===== src/rtl/call_registry.sv =====
// rtl/call_registry.sv - elevator call registry: synchronised buttons, pending-call vectors, summary outputs.
// Optional macro CALL_REGISTRY_CAB_CANCEL_EN: a repeat cab press toggles the cab call off.
module call_registry #(
  parameter int FLOORS  = 8,
  parameter int FLOOR_W = 3
) (
  input  logic               clk,
  input  logic               reset,
  input  logic [FLOOR_W-1:0] cur_floor,
  input  logic               door_open,
  input  logic [FLOORS-1:0]  cab_btn,
  input  logic [FLOORS-1:0]  hall_up_btn,
  input  logic [FLOORS-1:0]  hall_dn_btn,
  input  logic               serve_cab,
  input  logic               serve_up,
  input  logic               serve_dn,
  output logic [FLOORS-1:0]  cab_calls,
  output logic [FLOORS-1:0]  up_calls,
  output logic [FLOORS-1:0]  dn_calls,
  output logic               call_above,
  output logic               call_below,
  output logic               call_here,
  output logic [FLOOR_W+1:0] pending_cnt
);

  localparam int NB = 3 * FLOORS;
  localparam logic [FLOORS-1:0] UP_VALID = {1'b0, {(FLOORS-1){1'b1}}};
  localparam logic [FLOORS-1:0] DN_VALID = {{(FLOORS-1){1'b1}}, 1'b0};

  logic [NB-1:0]     btn_s1, btn_s2, btn_hist, press;
  logic [FLOORS-1:0] here_mask, above_mask, below_mask, accept_mask;
  logic [FLOORS-1:0] cab_press, up_press, dn_press;
  logic [FLOORS-1:0] cab_clr, up_clr, dn_clr;
  logic [FLOORS-1:0] cab_next, up_next, dn_next, all_calls;

  always_ff @(posedge clk or negedge reset) begin
    if (!reset) begin
      btn_s1   <= '0;
      btn_s2   <= '0;
      btn_hist <= '0;
    end else begin
      btn_s1   <= {hall_dn_btn, hall_up_btn, cab_btn};
      btn_s2   <= btn_s1;
      btn_hist <= btn_s2;
    end
  end

  assign press = btn_s2 & ~btn_hist;

  // An out-of-range cur_floor yields an empty here_mask, disabling serve and blocking.
  always_comb begin
    here_mask  = '0;
    above_mask = '0;
    below_mask = '0;
    for (int i = 0; i < FLOORS; i++) begin
      if (i == int'(cur_floor)) here_mask[i]  = 1'b1;
      if (i >  int'(cur_floor)) above_mask[i] = 1'b1;
      if (i <  int'(cur_floor)) below_mask[i] = 1'b1;
    end
  end

  assign accept_mask = door_open ? ~here_mask : '1;
  assign cab_press   = press[FLOORS-1:0] & accept_mask;
  assign up_press    = press[2*FLOORS-1:FLOORS] & accept_mask & UP_VALID;
  assign dn_press    = press[NB-1:2*FLOORS] & accept_mask & DN_VALID;
  assign cab_clr     = serve_cab ? here_mask : '0;
  assign up_clr      = serve_up  ? here_mask : '0;
  assign dn_clr      = serve_dn  ? here_mask : '0;

`ifdef CALL_REGISTRY_CAB_CANCEL_EN
  assign cab_next = (cab_calls ^ cab_press) & ~cab_clr;
`else
  assign cab_next = (cab_calls | cab_press) & ~cab_clr;
`endif
  assign up_next = (up_calls | up_press) & ~up_clr;
  assign dn_next = (dn_calls | dn_press) & ~dn_clr;

  always_ff @(posedge clk or negedge reset) begin
    if (!reset) begin
      cab_calls <= '0;
      up_calls  <= '0;
      dn_calls  <= '0;
    end else begin
      cab_calls <= cab_next;
      up_calls  <= up_next;
      dn_calls  <= dn_next;
    end
  end

  assign all_calls  = cab_calls | up_calls | dn_calls;
  assign call_above = |(all_calls & above_mask);
  assign call_below = |(all_calls & below_mask);
  assign call_here  = |(all_calls & here_mask);

  always_comb begin
    pending_cnt = '0;
    for (int i = 0; i < FLOORS; i++) begin
      pending_cnt = pending_cnt + {{(FLOOR_W+1){1'b0}}, cab_calls[i]}
                                + {{(FLOOR_W+1){1'b0}}, up_calls[i]}
                                + {{(FLOOR_W+1){1'b0}}, dn_calls[i]};
    end
  end

endmodule

===== config.mk =====
export PLATFORM = sky130hd
export DESIGN_NAME = call_registry
export DESIGN_NICKNAME = d
export VERILOG_FILES = /design/src/rtl/call_registry.sv
export SDC_FILE = /design/constraint.sdc
export NUM_CORES = 1
export LEC_CHECK = 0
export ABC_AREA = 1
export BUFFER_PORTS_ARGS = -buffer_cell sky130_fd_sc_hd__buf_2
export CAP_MARGIN = 5
export CORE_ASPECT_RATIO = 0.5
export CORE_MARGIN = 8
export CORE_UTILIZATION = 59
export CTS_CLUSTER_DIAMETER = 30
export DETAILED_ROUTE_END_ITERATION = 12
export HOLD_SLACK_MARGIN = 0.1
export PLACE_DENSITY = 0.83
export SYNTH_ARGS = -nofsm -noshare
export SYNTH_HDL_FRONTEND = slang
export SYNTH_SLANG_ARGS = --single-unit

===== constraint.sdc =====
create_clock -name clk -period 9.75 [get_ports clk]
set_input_delay 0.4875 -clock clk [delete_from_list [all_inputs] [get_ports clk]]
set_output_delay 0.4875 -clock clk [all_outputs]
set_load 0.005 [all_outputs]

* After elaboration in Yosys (flattened, before gate mapping)
Cells that the tools add are included.
** Storage, ports and cells
- Register bits after elaboration :: 96
- Logic and storage cells :: 100
- Input bits :: 33
- Output and inout bits :: 32
** Cells by class
- Multiplexer cells :: 26
- Eq/ne operators :: 7
- Order comparisons :: 14
- Reductions and logical operators :: 4
- $add $sub $neg :: 23
- Bitwise gates (word level) :: 20
** Operators by type and width (number)
- $add 5x1->5 :: 19
- $and 8x8->8 :: 7
- $mux 8 :: 4
- $not 8->8 :: 4
- $or 8x8->8 :: 4
- $and 24x24->24 :: 1
- $not 24->24 :: 1
- $reduce_or 8->1 :: 3
- $mux 1 :: 22
- $eq 3x3->1 const A :: 4
- $gt 3x3->1 const A :: 4
- $lt 3x3->1 const A :: 3
- $and 8x7->8 :: 1
- $or 8x7->8 :: 1
- $and 7x7->7 :: 1
- $eq 2x3->1 const A :: 2
- $gt 2x3->1 const A :: 2
- $lt 1x3->1 const A :: 2
- $lt 2x3->1 const A :: 2
- $add 4x1->5 :: 1
- $add 3x1->4 :: 1
- $add 2x1->3 :: 1
- $eq 1x3->1 const A :: 1
- $gt 1x3->1 const A :: 1
- 2 further kinds :: 2

* Logic depth before layout (Yosys ltp)
- Word-level depth :: 23
- Depth in mapped cells :: 13
- Gate-level depth less buffers :: 13

* Worst setup path after synthesis
No wires, ideal clock.
- Kind :: reg-to-output
- Start :: reg cab_calls[0]
- End :: out pending_cnt[2]
- Data required time :: 9.263 ns
- Cell stages (with the launch flop) :: 13
- Path buffers :: 0
- Arrival time :: 3.739 ns
- Slack :: 5.524 ns
- Cells stage by stage :: dfrtp_1 inv_1 fa_1 inv_1 fa_1 fa_1 fa_1 inv_1 fa_1 inv_1 ha_1 fa_1 xor2_1
** On the way
- Cells in the longest elaborated chain, start to end :: 23
** Ends and longest elaborated chain
- start: declaration :: line 17 : output logic [FLOORS-1:0] cab_calls,
- start signal: assignment :: line 84 : cab_calls <= cab_next;
- $add 1x1->2 :: line 99 : + {{(FLOOR_W+1){1'b0}}, up_calls[i]}
- $add 2x1->3 :: line 100 : + {{(FLOOR_W+1){1'b0}}, dn_calls[i]};
- $add 3x1->4 :: line 98 : pending_cnt = pending_cnt + {{(FLOOR_W+1){1'b0}}, cab_calls[i]}
- $add 4x1->5 :: line 99
- $add 5x1->5 :: line 100
- $add 5x1->5 :: line 98
- $add 5x1->5 :: line 99
- $add 5x1->5 :: line 100
- (+7 left out)
- $add 5x1->5 :: line 99
- $add 5x1->5 :: line 100
- $add 5x1->5 :: line 98
- $add 5x1->5 :: line 99
- $add 5x1->5 :: line 100
- $add 5x1->5 :: line 98
- $add 5x1->5 :: line 99
- $add 5x1->5 :: line 100
- end: declaration :: line 23 : output logic [FLOOR_W+1:0] pending_cnt
No other way between the ends.

* Final worst setup path
Ends and elaborated chain as after synthesis.

==> flow_metrics.py <==
metrics = {
    "outcome": {
        "status": "finished, final reports clean",
    },
    "placement": {
        "count_of_input_and_output_buffers": 62,
        "dpl_cell_area_sq_um": 4120,
        "dp_hpwl_microns": 5640,
        "gpl.final_weighted_congestion": 0.899,
    },
    "sta": {
        "drv_slew": 0,
        "finalHoldViolCount": 0,
        "fin_crit_sh_pct": 49.9,
        "slew-limit-headroom_pct": 29.4,
        "setup_viol": 0,
        "timing.fmax_ghz": 0.206,
        "setup-tns-final_ps": 0,
        "clock-skew-final_ps": 4.99,
        "unrepaired_setup_endpoints_after_global_routing": "no",
        "timing.final.crit_period_ps": 4860,
        "timing_worst_slew_pin_value_ps": 1060,
    },
    "power_and_ir_drop": {
        "sequentialPowerShare_pct": 32.2,
        "comb_power_share_pct": 40.0,
        "cell_internal_pwr_mw": 0.837,
        "p_leak_nw": 2.37,
        "switchingPower_mw": 0.446,
        "share_clk_of_total_power_pct": 27.9,
        "power_density_of_the_placed_cells_nw_per_um2": 289,
        "power_switching_share_pct": 34.7,
        "vdd.ir_drop.worst_uv": 197,
    },
    "route": {
        "drt_iter0_markers": 216,
        "drtPass1Iterations": 5,
        "antenna_left": 0,
        "drc_errors": 0,
        "post_drt_via_cell_ratio": 4.78,
        "routed_len_inst_microns": 14.3,
        "routed_wl_microns": 7650,
        "via_count": 2546,
    },
    "worst_setup_path": {
        "setup.worst_path.class": "flop to primary output",
        "worst_ep_required_time_ps": 9260,
        "crit_arrival_ps": 4380,
        "worst-path-max-fanout": 3,
        "cp-start-kind": "flop",
        "crit_path_end_kind": "primary output",
    },
    "global_route": {
        "grt_overflow": 0,
        "grt_use_total_pct": 18.0,
        "grt_first_pass_wirelength_microns": 12700,
        "first_global_vias": 2672,
        "antenna_found_initial": 0,
        "grt_max_degree": 91,
    },
    "floorplan": {
        "die-width_microns": 128,
        "cell_row_count": 20,
        "die_area_sq_um": 9230,
        "die-height_microns": 72.1,
        "floorplan.initialDensity_pct": 61.0,
        "coreArea_sq_um": 6080,
        "pin_count": 65,
    },
    "synthesis": {
        "synth_top_cell_by_area": "sky130_fd_sc_hd__dfrtp_1",
        "syn-instance-count": 368,
        "yosys.area.top_type_share_pct": 60.7,
        "postSynthRegisterBits": 90,
        "postSynth.topFlopCell": "sky130_fd_sc_hd__dfrtp_1",
        "synth_seq_area_share_pct": 60.7,
        "count_of_unique_library_cells_instantiated_by_yosys": 15,
        "mappedNetlistArea_sq_um": 3710,
        "synth_fp_nets": 424,
        "synth_warnings": 0,
        "synth_commonest_cells": "sky130_fd_sc_hd__dfrtp_1 (90), sky130_fd_sc_hd__inv_1 (83), sky130_fd_sc_hd__nand2_1 (64)",
        "synthMostInstantiatedCell": "sky130_fd_sc_hd__dfrtp_1",
        "yosys-top-cells-area": "sky130_fd_sc_hd__dfrtp_1 (61%), sky130_fd_sc_hd__fa_1 (9.2%), sky130_fd_sc_hd__inv_1 (8.4%)",
        "synth-edff-count": 0,
        "synthArstFlopShare_pct": 100,
        "avgSynthCellArea_sq_um": 10.1,
    },
    "layout": {
        "nNetsFinal": 495,
        "multi_input_comb_area_sq_um": 1130,
        "final_core_utilization_pct": 73.1,
        "ff_latch_area_sq_um": 2250,
        "final_cell_area_sq_um": 4440,
        "filler_cell_count_in_the_final_layout": 423,
        "area.growth.synth_to_final_pct": 19.8,
        "layout_cell_share_with_drive_strength_beyond_1_pct": 18.9,
    },
    "cts": {
        "post_cts.repair.setup_buffers": 0,
        "cts.root.buffer_cell": "sky130_fd_sc_hd__clkbuf_16",
        "clock_sink_count": 90,
        "cts_inserted_buffers": 9,
        "clock_slew_seen_by_the_registers_of_the_worst_setup_and_hold_paths_ps": 70,
        "cts_tree": "built",
        "postCtsHoldBufs": 0,
        "ctsHtreeMaxLevel": 3,
        "clk_latency_ps": 330,
        "cts-resized-gates": 0,
        "clockBufferDepth": 2,
    },
    "min_path": {
        "hold_class": "primary input to flop",
    },
    "job": {
        "number_of_max_cap_violations": 0,
    },
}
## cells by family (layout without fill, tap and decap cells)
logic type      after synthesis  after routing  synth area share (%)
compound gates               27             27                  3.64
xor+xnor                      2              2                 0.472
flops                        90             90                  60.7
fa+ha+maj                    23             23                  11.2
simple gates                139            139                  15.1
buf+inv                      87            163                  8.87
other cells                   0              1                     0
## layout by cell type (no fill, tap or decap), drive strengths merged
master / instances
dfrtp: 90
clkbuf: 9
o21ai: 2
nand3: 17
nand2: 66
ha: 6
fa: 17
diode: 1
buf: 62
bufinv: 1
inv: 88
clkinv: 2
xor2: 2
nor2: 55
clkinvlp: 1
and2: 1
a21oi: 25
## layer usage
metal,vias to the layer above,wire length [microns],GRT usage [%]
li1,1233,-,-
met1,1200,3170,22.5
met2,101,3670,28.8
met3,12,659,5.63
met4,0,148,7.70
met5,-,0,0
## final timing paths
path	slack [ps]	to	startpoint	cells after the start
setup / recovery	4890	pending_cnt[2]	cab_calls[0]	13
hold / removal	250	btn_s1[19]	hall_dn_btn[3]	1
setup reg to reg	8880	cab_calls[7]	btn_hist[7]	3
hold reg to reg	350	btn_s2[23]	btn_s1[23]	0
max in group asynchronous	8730	btn_hist[20]	reset	1
min in group asynchronous	330	btn_s2[2]	reset	1
## critical path, stage by stage, from the launching register on
cell and delay, ps:
sky130_fd_sc_hd__dfrtp_1 350, sky130_fd_sc_hd__inv_1 90, sky130_fd_sc_hd__fa_1 580, sky130_fd_sc_hd__inv_1 70, sky130_fd_sc_hd__fa_1 540, sky130_fd_sc_hd__fa_1 460, sky130_fd_sc_hd__fa_1 510, sky130_fd_sc_hd__inv_1 50
sky130_fd_sc_hd__fa_1 480, sky130_fd_sc_hd__inv_1 40, sky130_fd_sc_hd__ha_1 200, sky130_fd_sc_hd__fa_1 400, sky130_fd_sc_hd__xor2_1 150, sky130_fd_sc_hd__buf_2 130
## cell type report
type | count | area share, %
repair buffers | 62 | 7.04
inverters | 85 | 7.18
clock buffers | 9 | 5.07
multi-input cells | 191 | 25.4
well taps | 88 | 2.48
flip-flops and latches | 90 | 50.7
clock inverters | 7 | 2.11
diodes | 1 | 0.0563
## power by group through the flow
| stage | clock network [mW] | logic, mW | registers, mW |
|---|---|---|---|
| 6_report | 0.358 | 0.513 | 0.413 |
| 5_1_grt | 0.379 | 0.601 | 0.416 |
| 4_1_cts | 0.364 | 0.524 | 0.413 |
| 3_5_place_dp | 0 | 0.518 | 0.420 |
| 3_3_place_gp | 0 | 0.493 | 0.418 |
| 2_1_floorplan | 0 | 0.332 | 0.417 |
## registers in the layout, summed over array words and instances (netlist names)
name and cells:
btn_hist 22, btn_s1 22, btn_s2 22, cab_calls 8
dn_calls 8, up_calls 8
## through the flow
stage	instances	total power, mW	worst slack (ps)	hold WS, ps
after floorplan	368	0.749	5520	192
after global placement	516	0.911	5320	332
after detailed placement	516	0.938	5280	335
after CTS	532	1.30	4870	243
after global routing	532	1.40	4680	236
final	533	1.28	4890	250
Note: power is estimated with default switching activity, not from simulation.
